### config.mk
export PLATFORM = sky130hd
export DESIGN_NAME = dlfp_issue_decoder_flat
export DESIGN_NICKNAME = d
export VERILOG_FILES = /design/src/rtl/dlfp_issue_decoder_pkg.sv /design/src/rtl/dlfp_issue_decoder_if.sv /design/src/rtl/dlfp_sync_fifo.sv /design/src/rtl/dlfp_issue_decoder.sv /design/src/flat_wrapper.sv
export SDC_FILE = /design/constraint.sdc
export NUM_CORES = 1
export LEC_CHECK = 0
export CORE_ASPECT_RATIO = 0.5
export CORE_MARGIN = 2
export CORE_UTILIZATION = 30
export CTS_CLUSTER_DIAMETER = 120
export DETAILED_ROUTE_END_ITERATION = 7
export HOLD_SLACK_MARGIN = 0.12
export SLEW_MARGIN = 20
export SYNTH_ARGS = -nofsm -noshare
export SYNTH_HDL_FRONTEND = slang
export SYNTH_SLANG_ARGS = --single-unit
### constraint.sdc
create_clock -name clk -period 7.95 [get_ports clk]
set_input_delay 0.795 -clock clk [delete_from_list [all_inputs] [get_ports clk]]
set_output_delay 0.795 -clock clk [all_outputs]
set_load 0.01 [all_outputs]
### src/rtl/dlfp_issue_decoder_pkg.sv
// rtl/dlfp_issue_decoder_pkg.sv - DLFloat16 FPU instruction encodings, packet type and decode function
package dlfp_issue_decoder_pkg;

    localparam logic [6:0] OPC_FP  = 7'b1011011;
    localparam logic [6:0] OPC_FMA = 7'b1000011;
    localparam logic [6:0] OPC_FMS = 7'b1000111;

    localparam logic [4:0] F5_ADD    = 5'b00000;
    localparam logic [4:0] F5_SUB    = 5'b00001;
    localparam logic [4:0] F5_MUL    = 5'b00010;
    localparam logic [4:0] F5_DIV    = 5'b00011;
    localparam logic [4:0] F5_SQRT   = 5'b01011;
    localparam logic [4:0] F5_SGNJ   = 5'b00100;
    localparam logic [4:0] F5_MINMAX = 5'b00101;
    localparam logic [4:0] F5_CMP    = 5'b10100;
    localparam logic [4:0] F5_I2F    = 5'b01000;
    localparam logic [4:0] F5_F2I    = 5'b01001;

    localparam logic [3:0] ENA_ADD  = 4'd1;
    localparam logic [3:0] ENA_MUL  = 4'd2;
    localparam logic [3:0] ENA_DIV  = 4'd3;
    localparam logic [3:0] ENA_SQRT = 4'd4;
    localparam logic [3:0] ENA_SGNJ = 4'd5;
    localparam logic [3:0] ENA_CMP  = 4'd6;
    localparam logic [3:0] ENA_I2F  = 4'd7;
    localparam logic [3:0] ENA_F2I  = 4'd8;
    localparam logic [3:0] ENA_FMA  = 4'd9;

    localparam logic [1:0] SEL1_J  = 2'b01;
    localparam logic [1:0] SEL1_JN = 2'b10;
    localparam logic [1:0] SEL1_JX = 2'b11;

    localparam logic [2:0] SEL2_MIN = 3'b001;
    localparam logic [2:0] SEL2_MAX = 3'b010;
    localparam logic [2:0] SEL2_EQ  = 3'b011;
    localparam logic [2:0] SEL2_LT  = 3'b100;
    localparam logic [2:0] SEL2_LE  = 3'b101;

    localparam logic [2:0] RM_DYN = 3'b111;

    typedef struct packed {
        logic [3:0] ena;
        logic       op;
        logic [1:0] sel1;
        logic [2:0] sel2;
        logic [2:0] rm;
        logic [4:0] rd;
        logic [4:0] rs1;
        logic [4:0] rs2;
        logic [4:0] rs3;
    } pkt_t;

    typedef struct packed {
        logic illegal;
        pkt_t pkt;
    } dec_t;

    function automatic dec_t decode(input logic [31:0] instr, input logic [2:0] frm);
        dec_t       d;
        logic [4:0] fun5;
        logic [2:0] rm;
        logic       arith;
        d           = '0;
        fun5        = instr[31:27];
        rm          = instr[14:12];
        arith       = 1'b1;
        d.pkt.rd    = instr[11:7];
        d.pkt.rs1   = instr[19:15];
        d.pkt.rs2   = instr[24:20];
        d.pkt.rm    = rm;
        case (instr[6:0])
            OPC_FP: begin
                case (fun5)
                    F5_ADD:  d.pkt.ena = ENA_ADD;
                    F5_SUB:  begin d.pkt.ena = ENA_ADD; d.pkt.op = 1'b1; end
                    F5_MUL:  d.pkt.ena = ENA_MUL;
                    F5_DIV:  d.pkt.ena = ENA_DIV;
                    F5_SQRT: d.pkt.ena = ENA_SQRT;
                    F5_I2F:  d.pkt.ena = ENA_I2F;
                    F5_F2I:  d.pkt.ena = ENA_F2I;
                    F5_SGNJ: begin
                        arith     = 1'b0;
                        d.pkt.ena = ENA_SGNJ;
                        case (rm)
                            3'b000:  d.pkt.sel1 = SEL1_J;
                            3'b001:  d.pkt.sel1 = SEL1_JN;
                            3'b010:  d.pkt.sel1 = SEL1_JX;
                            default: d.illegal  = 1'b1;
                        endcase
                    end
                    F5_MINMAX: begin
                        arith     = 1'b0;
                        d.pkt.ena = ENA_CMP;
                        case (rm)
                            3'b000:  d.pkt.sel2 = SEL2_MIN;
                            3'b001:  d.pkt.sel2 = SEL2_MAX;
                            default: d.illegal  = 1'b1;
                        endcase
                    end
                    F5_CMP: begin
                        arith     = 1'b0;
                        d.pkt.ena = ENA_CMP;
                        case (rm)
                            3'b010:  d.pkt.sel2 = SEL2_EQ;
                            3'b001:  d.pkt.sel2 = SEL2_LT;
                            3'b000:  d.pkt.sel2 = SEL2_LE;
                            default: d.illegal  = 1'b1;
                        endcase
                    end
                    default: d.illegal = 1'b1;
                endcase
            end
            OPC_FMA, OPC_FMS: begin
                d.pkt.ena = ENA_FMA;
                d.pkt.op  = instr[2];
                d.pkt.rs3 = fun5;
            end
            default: d.illegal = 1'b1;
        endcase
        // Arithmetic units take a real rounding mode; resolve dynamic from the CSR copy.
        if (arith && !d.illegal) begin
            if (rm == 3'b101 || rm == 3'b110) begin
                d.illegal = 1'b1;
            end else if (rm == RM_DYN) begin
                d.pkt.rm = frm;
                if (frm >= 3'b101) d.illegal = 1'b1;
            end
        end
        return d;
    endfunction

endpackage

### src/rtl/dlfp_issue_decoder_if.sv
// rtl/dlfp_issue_decoder_if.sv - instruction input and decoded-packet issue handshakes
interface dlfp_issue_decoder_if;
    logic        in_valid;
    logic        in_ready;
    logic [31:0] instr;
    logic [2:0]  frm;
    logic        out_valid;
    logic        out_ready;
    logic [3:0]  out_ena;
    logic        out_op;
    logic [1:0]  out_sel1;
    logic [2:0]  out_sel2;
    logic [2:0]  out_rm;
    logic [4:0]  out_rd;
    logic [4:0]  out_rs1;
    logic [4:0]  out_rs2;
    logic [4:0]  out_rs3;

    modport master (
        output in_valid, instr, frm, out_ready,
        input  in_ready, out_valid, out_ena, out_op, out_sel1, out_sel2, out_rm,
               out_rd, out_rs1, out_rs2, out_rs3
    );

    modport slave (
        input  in_valid, instr, frm, out_ready,
        output in_ready, out_valid, out_ena, out_op, out_sel1, out_sel2, out_rm,
               out_rd, out_rs1, out_rs2, out_rs3
    );
endinterface

### src/rtl/dlfp_sync_fifo.sv
// rtl/dlfp_sync_fifo.sv - registered synchronous FIFO with flush, no read bypass
module dlfp_sync_fifo #(
    parameter int WIDTH = 8,
    parameter int DEPTH = 4
) (
    input  logic             clk,
    input  logic             rst_n,
    input  logic             push,
    input  logic             pop,
    input  logic             flush,
    input  logic [WIDTH-1:0] din,
    output logic [WIDTH-1:0] dout,
    output logic             full,
    output logic             empty
);
    localparam int PW = $clog2(DEPTH);

    logic [WIDTH-1:0] mem_q [DEPTH];
    logic [WIDTH-1:0] mem_d [DEPTH];
    logic [PW-1:0]    wr_ptr_q, wr_ptr_d;
    logic [PW-1:0]    rd_ptr_q, rd_ptr_d;
    logic [PW:0]      count_q, count_d;
    logic             do_push, do_pop;

    always_comb begin
        full     = (count_q == (PW+1)'(DEPTH));
        empty    = (count_q == '0);
        do_push  = push && !full;
        do_pop   = pop && !empty;
        mem_d    = mem_q;
        wr_ptr_d = wr_ptr_q;
        rd_ptr_d = rd_ptr_q;
        count_d  = count_q;
        if (flush) begin
            wr_ptr_d = '0;
            rd_ptr_d = '0;
            count_d  = '0;
        end else begin
            if (do_push) begin
                mem_d[wr_ptr_q] = din;
                wr_ptr_d        = wr_ptr_q + 1'b1;
            end
            if (do_pop) rd_ptr_d = rd_ptr_q + 1'b1;
            case ({do_push, do_pop})
                2'b10:   count_d = count_q + 1'b1;
                2'b01:   count_d = count_q - 1'b1;
                default: count_d = count_q;
            endcase
        end
        dout = mem_q[rd_ptr_q];
    end

    always_ff @(posedge clk or negedge rst_n) begin
        if (!rst_n) begin
            for (int i = 0; i < DEPTH; i++) mem_q[i] <= '0;
            wr_ptr_q <= '0;
            rd_ptr_q <= '0;
            count_q  <= '0;
        end else begin
            mem_q    <= mem_d;
            wr_ptr_q <= wr_ptr_d;
            rd_ptr_q <= rd_ptr_d;
            count_q  <= count_d;
        end
    end
endmodule

### src/rtl/dlfp_issue_decoder.sv
// rtl/dlfp_issue_decoder.sv - buffered DLFloat16 instruction decoder with div/sqrt issue blocking
module dlfp_issue_decoder
    import dlfp_issue_decoder_pkg::*;
#(
    parameter int QDEPTH   = 4,
    parameter int DIV_LAT  = 12,
    parameter int SQRT_LAT = 10
) (
    input  logic                 clk,
    input  logic                 rst_n,
    input  logic                 flush,
    dlfp_issue_decoder_if.slave  bus,
    output logic                 illegal,
    output logic                 div_busy,
    output logic                 sqrt_busy
);
    localparam int DIV_W  = $clog2(DIV_LAT + 1);
    localparam int SQRT_W = $clog2(SQRT_LAT + 1);

    dec_t              dec;
    pkt_t              head;
    pkt_t              out_pkt;
    logic              fifo_full, fifo_empty;
    logic              accept, push, pop, issue, blocked;
    logic              illegal_d, illegal_q;
    logic [DIV_W-1:0]  div_cnt_d, div_cnt_q;
    logic [SQRT_W-1:0] sqrt_cnt_d, sqrt_cnt_q;

    dlfp_sync_fifo #(
        .WIDTH ($bits(pkt_t)),
        .DEPTH (QDEPTH)
    ) u_fifo (
        .clk   (clk),
        .rst_n (rst_n),
        .push  (push),
        .pop   (pop),
        .flush (flush),
        .din   (dec.pkt),
        .dout  (head),
        .full  (fifo_full),
        .empty (fifo_empty)
    );

    always_comb begin
        dec       = decode(bus.instr, bus.frm);
        accept    = bus.in_valid && bus.in_ready;
        push      = accept && !dec.illegal;
        illegal_d = accept && dec.illegal;
        div_busy  = (div_cnt_q != '0);
        sqrt_busy = (sqrt_cnt_q != '0);
        blocked   = (head.ena == ENA_DIV && div_busy) || (head.ena == ENA_SQRT && sqrt_busy);
        issue     = !fifo_empty && !blocked && !flush;
        pop       = issue && bus.out_ready;
        // The issue cycle itself counts as the first busy cycle, so the next
        // div/sqrt can issue exactly LAT cycles later.
        div_cnt_d  = (div_cnt_q != '0) ? div_cnt_q - 1'b1 : div_cnt_q;
        sqrt_cnt_d = (sqrt_cnt_q != '0) ? sqrt_cnt_q - 1'b1 : sqrt_cnt_q;
        if (pop && head.ena == ENA_DIV)  div_cnt_d  = DIV_W'(DIV_LAT - 1);
        if (pop && head.ena == ENA_SQRT) sqrt_cnt_d = SQRT_W'(SQRT_LAT - 1);
    end

    always_ff @(posedge clk or negedge rst_n) begin
        if (!rst_n) begin
            illegal_q  <= 1'b0;
            div_cnt_q  <= '0;
            sqrt_cnt_q <= '0;
        end else begin
            illegal_q  <= illegal_d;
            div_cnt_q  <= div_cnt_d;
            sqrt_cnt_q <= sqrt_cnt_d;
        end
    end

    assign out_pkt       = fifo_empty ? '0 : head;
    assign bus.in_ready  = rst_n && !fifo_full;
    assign bus.out_valid = issue;
    assign bus.out_ena   = out_pkt.ena;
    assign bus.out_op    = out_pkt.op;
    assign bus.out_sel1  = out_pkt.sel1;
    assign bus.out_sel2  = out_pkt.sel2;
    assign bus.out_rm    = out_pkt.rm;
    assign bus.out_rd    = out_pkt.rd;
    assign bus.out_rs1   = out_pkt.rs1;
    assign bus.out_rs2   = out_pkt.rs2;
    assign bus.out_rs3   = out_pkt.rs3;
    assign illegal       = illegal_q;
endmodule

### src/flat_wrapper.sv
// flat-port wrapper written by rule: the top's interface ports become plain ports
module dlfp_issue_decoder_flat import dlfp_issue_decoder_pkg::*;
#(
    parameter int QDEPTH   = 4,
    parameter int DIV_LAT  = 12,
    parameter int SQRT_LAT = 10
)
  (clk, rst_n, flush, illegal, div_busy, sqrt_busy, bus_in_valid, bus_instr, bus_frm, bus_out_ready, bus_in_ready, bus_out_valid, bus_out_ena, bus_out_op, bus_out_sel1, bus_out_sel2, bus_out_rm, bus_out_rd, bus_out_rs1, bus_out_rs2, bus_out_rs3);
  dlfp_issue_decoder_if bus_i ();
  input  logic clk;
  input  logic rst_n;
  input  logic flush;
  output logic illegal;
  output logic div_busy;
  output logic sqrt_busy;
  input wire logic [$bits(bus_i.in_valid)-1:0] bus_in_valid;
  input wire logic [$bits(bus_i.instr)-1:0] bus_instr;
  input wire logic [$bits(bus_i.frm)-1:0] bus_frm;
  input wire logic [$bits(bus_i.out_ready)-1:0] bus_out_ready;
  output wire logic [$bits(bus_i.in_ready)-1:0] bus_in_ready;
  output wire logic [$bits(bus_i.out_valid)-1:0] bus_out_valid;
  output wire logic [$bits(bus_i.out_ena)-1:0] bus_out_ena;
  output wire logic [$bits(bus_i.out_op)-1:0] bus_out_op;
  output wire logic [$bits(bus_i.out_sel1)-1:0] bus_out_sel1;
  output wire logic [$bits(bus_i.out_sel2)-1:0] bus_out_sel2;
  output wire logic [$bits(bus_i.out_rm)-1:0] bus_out_rm;
  output wire logic [$bits(bus_i.out_rd)-1:0] bus_out_rd;
  output wire logic [$bits(bus_i.out_rs1)-1:0] bus_out_rs1;
  output wire logic [$bits(bus_i.out_rs2)-1:0] bus_out_rs2;
  output wire logic [$bits(bus_i.out_rs3)-1:0] bus_out_rs3;
  assign bus_i.in_valid = bus_in_valid;
  assign bus_i.instr = bus_instr;
  assign bus_i.frm = bus_frm;
  assign bus_i.out_ready = bus_out_ready;
  assign bus_in_ready = bus_i.in_ready;
  assign bus_out_valid = bus_i.out_valid;
  assign bus_out_ena = bus_i.out_ena;
  assign bus_out_op = bus_i.out_op;
  assign bus_out_sel1 = bus_i.out_sel1;
  assign bus_out_sel2 = bus_i.out_sel2;
  assign bus_out_rm = bus_i.out_rm;
  assign bus_out_rd = bus_i.out_rd;
  assign bus_out_rs1 = bus_i.out_rs1;
  assign bus_out_rs2 = bus_i.out_rs2;
  assign bus_out_rs3 = bus_i.out_rs3;
  dlfp_issue_decoder #(.QDEPTH(QDEPTH), .DIV_LAT(DIV_LAT), .SQRT_LAT(SQRT_LAT)) u_core (.clk(clk), .rst_n(rst_n), .flush(flush), .bus(bus_i), .illegal(illegal), .div_busy(div_busy), .sqrt_busy(sqrt_busy));
endmodule
==> run summary <==
### Worst setup path
• register to output port — critical path class
• 10 — number of cells traversed by the worst register-to-register path
• 22 — top fanout value on the critical path
• 7.15 ns — required arrival time at the worst endpoint
• u_core.u_fifo.count_q[2]$_DFFE_PN0P_ — destination of the worst register-to-register timing path
• register — type of element launching the critical path
• u_core.u_fifo.rd_ptr_q[0]$_DFFE_PN0P_ — startpoint of the worst-slack reg-to-reg timing path
• sky130_fd_sc_hd__dfrtp_1 — slowest stage cell, crit path
• buf_4 > mux4_2 > and4bb_1 > o21bai_1 > nor3b_1 > clkdlybuf4s50_1 — ordered list of cells on the worst path
• 2 — CP Buf/Inv Count
• output port — type of destination of the critical path
• 0.84 ns — crit-path max cell delay
• 4.34 ns — internal reg-to-reg setup slack
• 3.38 ns — worst endpoint data arrival time
• buffers and inverters — dominant delay contributor by cell family on the critical path

### Synth
• 7340 µm² — area of the mapped netlist
• 148 — number of storage elements in the synthesis netlist
• sky130_fd_sc_hd__dfrtp_1 — count leader, synth
• 679 — net count after synthesis
• sky130_fd_sc_hd__dfrtp_1, sky130_fd_sc_hd__nand2_1, sky130_fd_sc_hd__o21ai_0 — top cells by instance count after synthesis
• sky130_fd_sc_hd__dfrtp_1 — Synth area leader
• 50.5% — sequential share of the synthesized area
• 61 — count of unique library cells instantiated by Yosys
• 11.6 µm² — synthesized area per cell
• 632 — Post-Synthesis Cells
• 0 — YS warnings
• 50.5% — Synth top area share
• 0 — number of enable-type register cells in the synthesized netlist
• 100% — post-synthesis async set-or-reset flop share
• sky130_fd_sc_hd__dfrtp_1, sky130_fd_sc_hd__mux4_2, sky130_fd_sc_hd__mux2_2 — main area contributors after synthesis
• sky130_fd_sc_hd__dfrtp_1 — Most used DFF post-synth

### Pwr
• 188 nW/µm² — P per Cell Area
• 3.97 nW — Leakage
• 0.000141 V — Max VDD drop

### STA
• 4.18 ns — final period demand of the worst path
• 36.4% — worst rel slew slack
• false — RSZ-0062 raised after global routing
• 0.0102 ns — clock skew
• 52.5% — post-route clock period utilization
• 0 — Slew Limit Fails
• 0.386 ns — worst hold slack
• 0 — number of endpoints with negative hold slack in the final report
• 0.949 ns — transition time of the tightest slew-check pin
• 0 — Setup violations, final
• 0.239 GHz — Max Clk Rate
• 0 ns — summed negative setup slack over all endpoints
• 3.77 ns — crit path setup slack, layout

### Die
• 40 — number of placement rows
• 25,800 µm² — Die Footprint
• 30.6% — effective utilization at floorplan
• 115 µm — DIE HEIGHT
• 24,000 µm² — core box area
• 225 µm — die extent in x
• 78 — number of I/O pins

### Clocking
• 0 — CTS Hold Bufs
• 2 — Max Buffers Root-to-Sink
• 4 — maximum level of the CTS H-tree
• 0 — number of buffers added for setup after CTS
• sky130_fd_sc_hd__clkbuf_16 — CTS Root Cell
• 17 — cts bufs inserted
• built — TritonCTS clock tree
• 0.06 ns — CTS clock-pin slew for the worst setup and hold paths
• 0.42 ns — insertion delay of the later-clocked pin in the worst-skew pair
• 0 — number of gates resized after cts
• 148 — sinks on the clock net

### GRT
• 77 — pin count of the biggest net entering global routing
• 0 — antenna violations before repair
• 26,700 µm — global-route wire length before repair
• 0 — Overflow after GRT
• 13.4% — overall routing resource usage
• 5,045 — vias in the first global route

### Finish
• 20.5% — layout cells sized above 1
• 21.9% — synth-to-layout area growth
• 0 — number of inserted diodes
• 735 — fin nets
• 1,016 — non-filler instance count after layout

### Placement
• 984 — placed cell count
• 10,500 µm — post-DP HPWL
• 75 — number of buffer cells added on primary ports
• 0.775 — final RePlAce weighted congestion
• 3.72 ns — pre-CTS worst setup slack

### Routing
• 4,942 — number of vias in the routed layout
• 4 — drt first pass iters
• 0 — Remaining DRCs
• 0 — antenna viol nets, final
• 16,400 µm — Routed WL
• 4.86 — vias per cell
• 297 — Iteration-0 DRC Markers
• 16.2 µm — wire per inst

### Flow run
• 0 — Maximum Capacitance Violations

### Worst hold path
• primary input to asynchronous set/reset pin — worst hold path class

### Run status
• finished clean — status

-- where the power goes --
part           internal, mW  leakage [nW]  switching [mW]  total (mW)
registers             0.755          2.07         0.00113       0.756
logic                0.0296          1.59          0.0405      0.0701
clock network         0.511         0.314           0.348       0.859
-- kinds of logic after synthesis --
group | share of synthesized area (%)
buffers and inverters | 3.73
XOR/XNOR | 0.699
adder cells (fa/ha/maj) | 1.30
flip-flops | 50.5
AND/OR/NAND/NOR | 15.1
multiplexers | 20.1
AO/OA/AOI/OAI | 8.64
-- state kept, by name (all words and copies together), names as in the netlist --
register and flops:
u_core.div_cnt_q 4, u_core.illegal 1, u_core.sqrt_cnt_q 4, u_core.u_fifo.count_q 3, u_core.u_fifo.mem_q 132, u_core.u_fifo.rd_ptr_q 2
u_core.u_fifo.wr_ptr_q 2
-- metal layers --
metal	track usage [%]	routed length [µm]	vias up	share of wire, %
met5	0	0	-	0
met4	4.55	208	0	1.3
met3	2.57	406	17	2.5
met2	23.1	8240	78	50
met1	17.1	7570	2491	46
li1	-	-	2356	-
-- metrics by stage --
stage          utilization [%]  power [mW]  area, µm²
3_5_place_dp              34.6       0.842       8310
5_1_grt                   37.2        1.75       8950
4_1_cts                   37.2        1.70       8950
2_1_floorplan                -       0.798       7340
6_report                  37.2        1.69       8950
3_3_place_gp              34.6       0.840       8310
-- cell usage in the layout, fill, tap and decap left out, drive strengths merged, types with 7 or more instances in the layout --
cell / count
nor2b: 37
clkdlybuf4s50: 74
nor3: 7
dfrtp: 148
o21ai: 81
mux2: 62
clkbuf: 17
nand2: 98
a21oi: 10
nor2: 19
mux4: 33
inv: 26
-- area by class of cell --
type                            count  area, µm²
Clock buffer                       17        425
Clock inverter                     15        210
Fill cell                        2308      15100
Inverter                           17       63.8
Multi-Input combinational cell    425       3370
Sequential cell                   148       3700
Tap cell                          315        394
Timing Repair Buffer               79        782
-- worst register-to-register path, stage by stage (launching register included) --
cell                       delay [ns]
sky130_fd_sc_hd__dfrtp_2         0.60
sky130_fd_sc_hd__buf_4           0.54
sky130_fd_sc_hd__mux4_2          0.64
sky130_fd_sc_hd__and4bb_1        0.32
sky130_fd_sc_hd__o21bai_1        0.09
sky130_fd_sc_hd__and2_1          0.23
sky130_fd_sc_hd__and2b_1         0.22
sky130_fd_sc_hd__fa_1            0.41
sky130_fd_sc_hd__and3b_1         0.20
sky130_fd_sc_hd__mux2i_1         0.14
sky130_fd_sc_hd__o211ai_1        0.10
-- worst max path at each step --
stage	startpoint	to	cells past startpoint
after global placement	bus_instr[27]	u_core.u_fifo.count_q[2]$_DFFE_PN0P_	10
final	u_core.u_fifo.rd_ptr_q[1]$_DFFE_PN0P_	bus_out_valid	6
after CTS	u_core.u_fifo.rd_ptr_q[0]$_DFFE_PN0P_	bus_out_valid	6
after global routing	u_core.u_fifo.rd_ptr_q[0]$_DFFE_PN0P_	bus_out_valid	6
after detailed placement	bus_instr[29]	u_core.u_fifo.mem_q[51]$_DFFE_PN0P_	6
after floorplan	bus_instr[5]	u_core.u_fifo.count_q[2]$_DFFE_PN0P_	10
Power figures use the tool's default switching activity.
==> variant (config.mk and constraints unchanged) <==
`DIV_LAT` is set to 12 in 2 places; all go to 11.
--- a/src/rtl/dlfp_issue_decoder.sv
+++ b/src/rtl/dlfp_issue_decoder.sv
@@ -4,5 +4,5 @@
 #(
     parameter int QDEPTH   = 4,
-    parameter int DIV_LAT  = 12,
+    parameter int DIV_LAT  = 11,
     parameter int SQRT_LAT = 10
 ) (
--- a/src/flat_wrapper.sv
+++ b/src/flat_wrapper.sv
@@ -3,5 +3,5 @@
 #(
     parameter int QDEPTH   = 4,
-    parameter int DIV_LAT  = 12,
+    parameter int DIV_LAT  = 11,
     parameter int SQRT_LAT = 10
 )
Behaviour: no difference found for any inputs over 4 cycles, from zero or initial values and one cycle with rst_n low; that may be too few to reach the edited logic, so the function may still have changed.
==> variant against the unedited design <==
Final area up 0.18%. Combinational power about the same. Critical path depth unchanged. Synthesized cell count up 0.16%. Synthesized area about the same. Sequential cell count unchanged. Worst setup slack worse by 0.13 ns. Power up 1.0%. Sequential power about the same. Routed wire length down 0.63%. Fmax down 3.0%. Via count down 0.40%. Critical path type unchanged. Highest routed layer unchanged.
==> variant: results (changes against the unedited design) <==
| Metric | Value |
|---|---|
| Leak Pwr | `3.973 nW (about the same)` |
| Most area-consuming cells after synthesis | `dfrtp_1, mux4_2, mux2_2` |
| DP HPWL | `10360 um (-1.7%)` |
| Met2 usage | `0.2292 (-0.002263)` |
| Crit path largest cell delay | `0.72 ns (-0.12 ns)` |
| DR WL/cell | `16.04 um (-0.72%)` |
| Synth cell count leaders | `dfrtp_1, nand2_1, o21ai_0` |
| Placement Cell Area | `8314 sq um (about the same)` |
| GP Congestion | `0.7602 (-1.9%)` |
| Largest net degree at the start of global routing | `87 (+13%)` |
| VDD IR max | `149.1 uV (+6.0%)` |
| Sequential cell area fraction in the yosys report | `0.5044 (about the same)` |
| Met2 wire len | `8046 um (-2.3%)` |
| Status | `finished, final reports clean` |
| Iter 0 DRT Violations | `298 (+0.34%)` |
| Number of global-route vias before repair | `5165 (+2.4%)` |
| Sw Share | `0.2173 (-0.01397)` |
| Clock group | `0.876 mW (+2%)` |
| Syn_nets | `680 (+0.15%)` |
| Clock Skew | `0.009489 ns (-0.0006929 ns)` |
| DR vias | `4922 (-0.40%)` |
| Worst-Margin Slew | `0.8898 ns (-0.05918 ns)` |
| FF-to-FF setup slack | `4.25 ns (-0.09 ns)` |
| Fin nets | `736 (+0.14%)` |
| Total GRT Usage | `0.1353 (+0.001083)` |
| Fill cell count | `2310 (+0.087%)` |
| Overall power | `1.703 mW (+1.0%)` |
| Wire length on met3 | `384 um (-5.4%)` |
| Met3 Use GR | `0.02130 (-0.004362)` |
| Fraction of layout cells with a size suffix above 1 | `0.2051 (-0.0002926)` |
==> variant: cell count changes after synthesis <==
cell,delta
nor2_1,+2
nand2_1,-1
o21a_1,+1
xnor2_1,-1
==> variant: stage by stage <==
| step | cells | setup WS, ns | util |
|---|---|---|---|
| 6_report | 1017 | 3.644 | 0.3731 |
| 5_1_grt | 1017 | 3.366 | 0.3731 |
| 4_1_cts | 1017 | 3.540 | 0.3731 |
| 3_5_place_dp | 985 | 3.736 | 0.3461 |
| 3_3_place_gp | 985 | 3.802 | 0.3461 |
| 2_1_floorplan | 633 | 4.851 | - |
==> variant: layout make-up <==
| type | instances | area (sq um) | share of cell area |
|---|---|---|---|
| repair buffers | 79 | 782.0 | 0.08724 |
| flip-flops and latches | 148 | 3705 | 0.4133 |
| well taps | 315 | 394.1 | 0.04397 |
| inverters | 17 | 63.81 | 0.007119 |
| clock inverters | 13 | 196.4 | 0.02192 |
| clock buffers | 19 | 452.9 | 0.05053 |
| multi-input cells | 426 | 3369 | 0.3759 |
==> variant: cell families (layout without fill, tap and decap cells) <==
| kind of cell | count (synthesis) | in the layout | share of synthesized area |
|---|---|---|---|
| buffers and inverters | 59 | 128 | 0.03732 |
| adders and majority gates | 7 | 7 | 0.01295 |
| DFF | 148 | 148 | 0.5044 |
| xor gates and xnor gates | 4 | 4 | 0.005795 |
| and+or+nand+nor | 204 | 204 | 0.1512 |
| muxes | 98 | 98 | 0.2009 |
| AOI/OAI and AO/OA | 113 | 113 | 0.08743 |
==> variant: worst reg2reg max path: stages, from the launching register on <==
cell and delay, ns:
dfrtp_2 0.72, buf_4 0.52, mux4_2 0.64, nor4b_2 0.32, o21bai_1 0.12, and2_1 0.23
and2b_1 0.21, fa_1 0.40, and3b_1 0.20, mux2i_1 0.12, o211ai_1 0.09
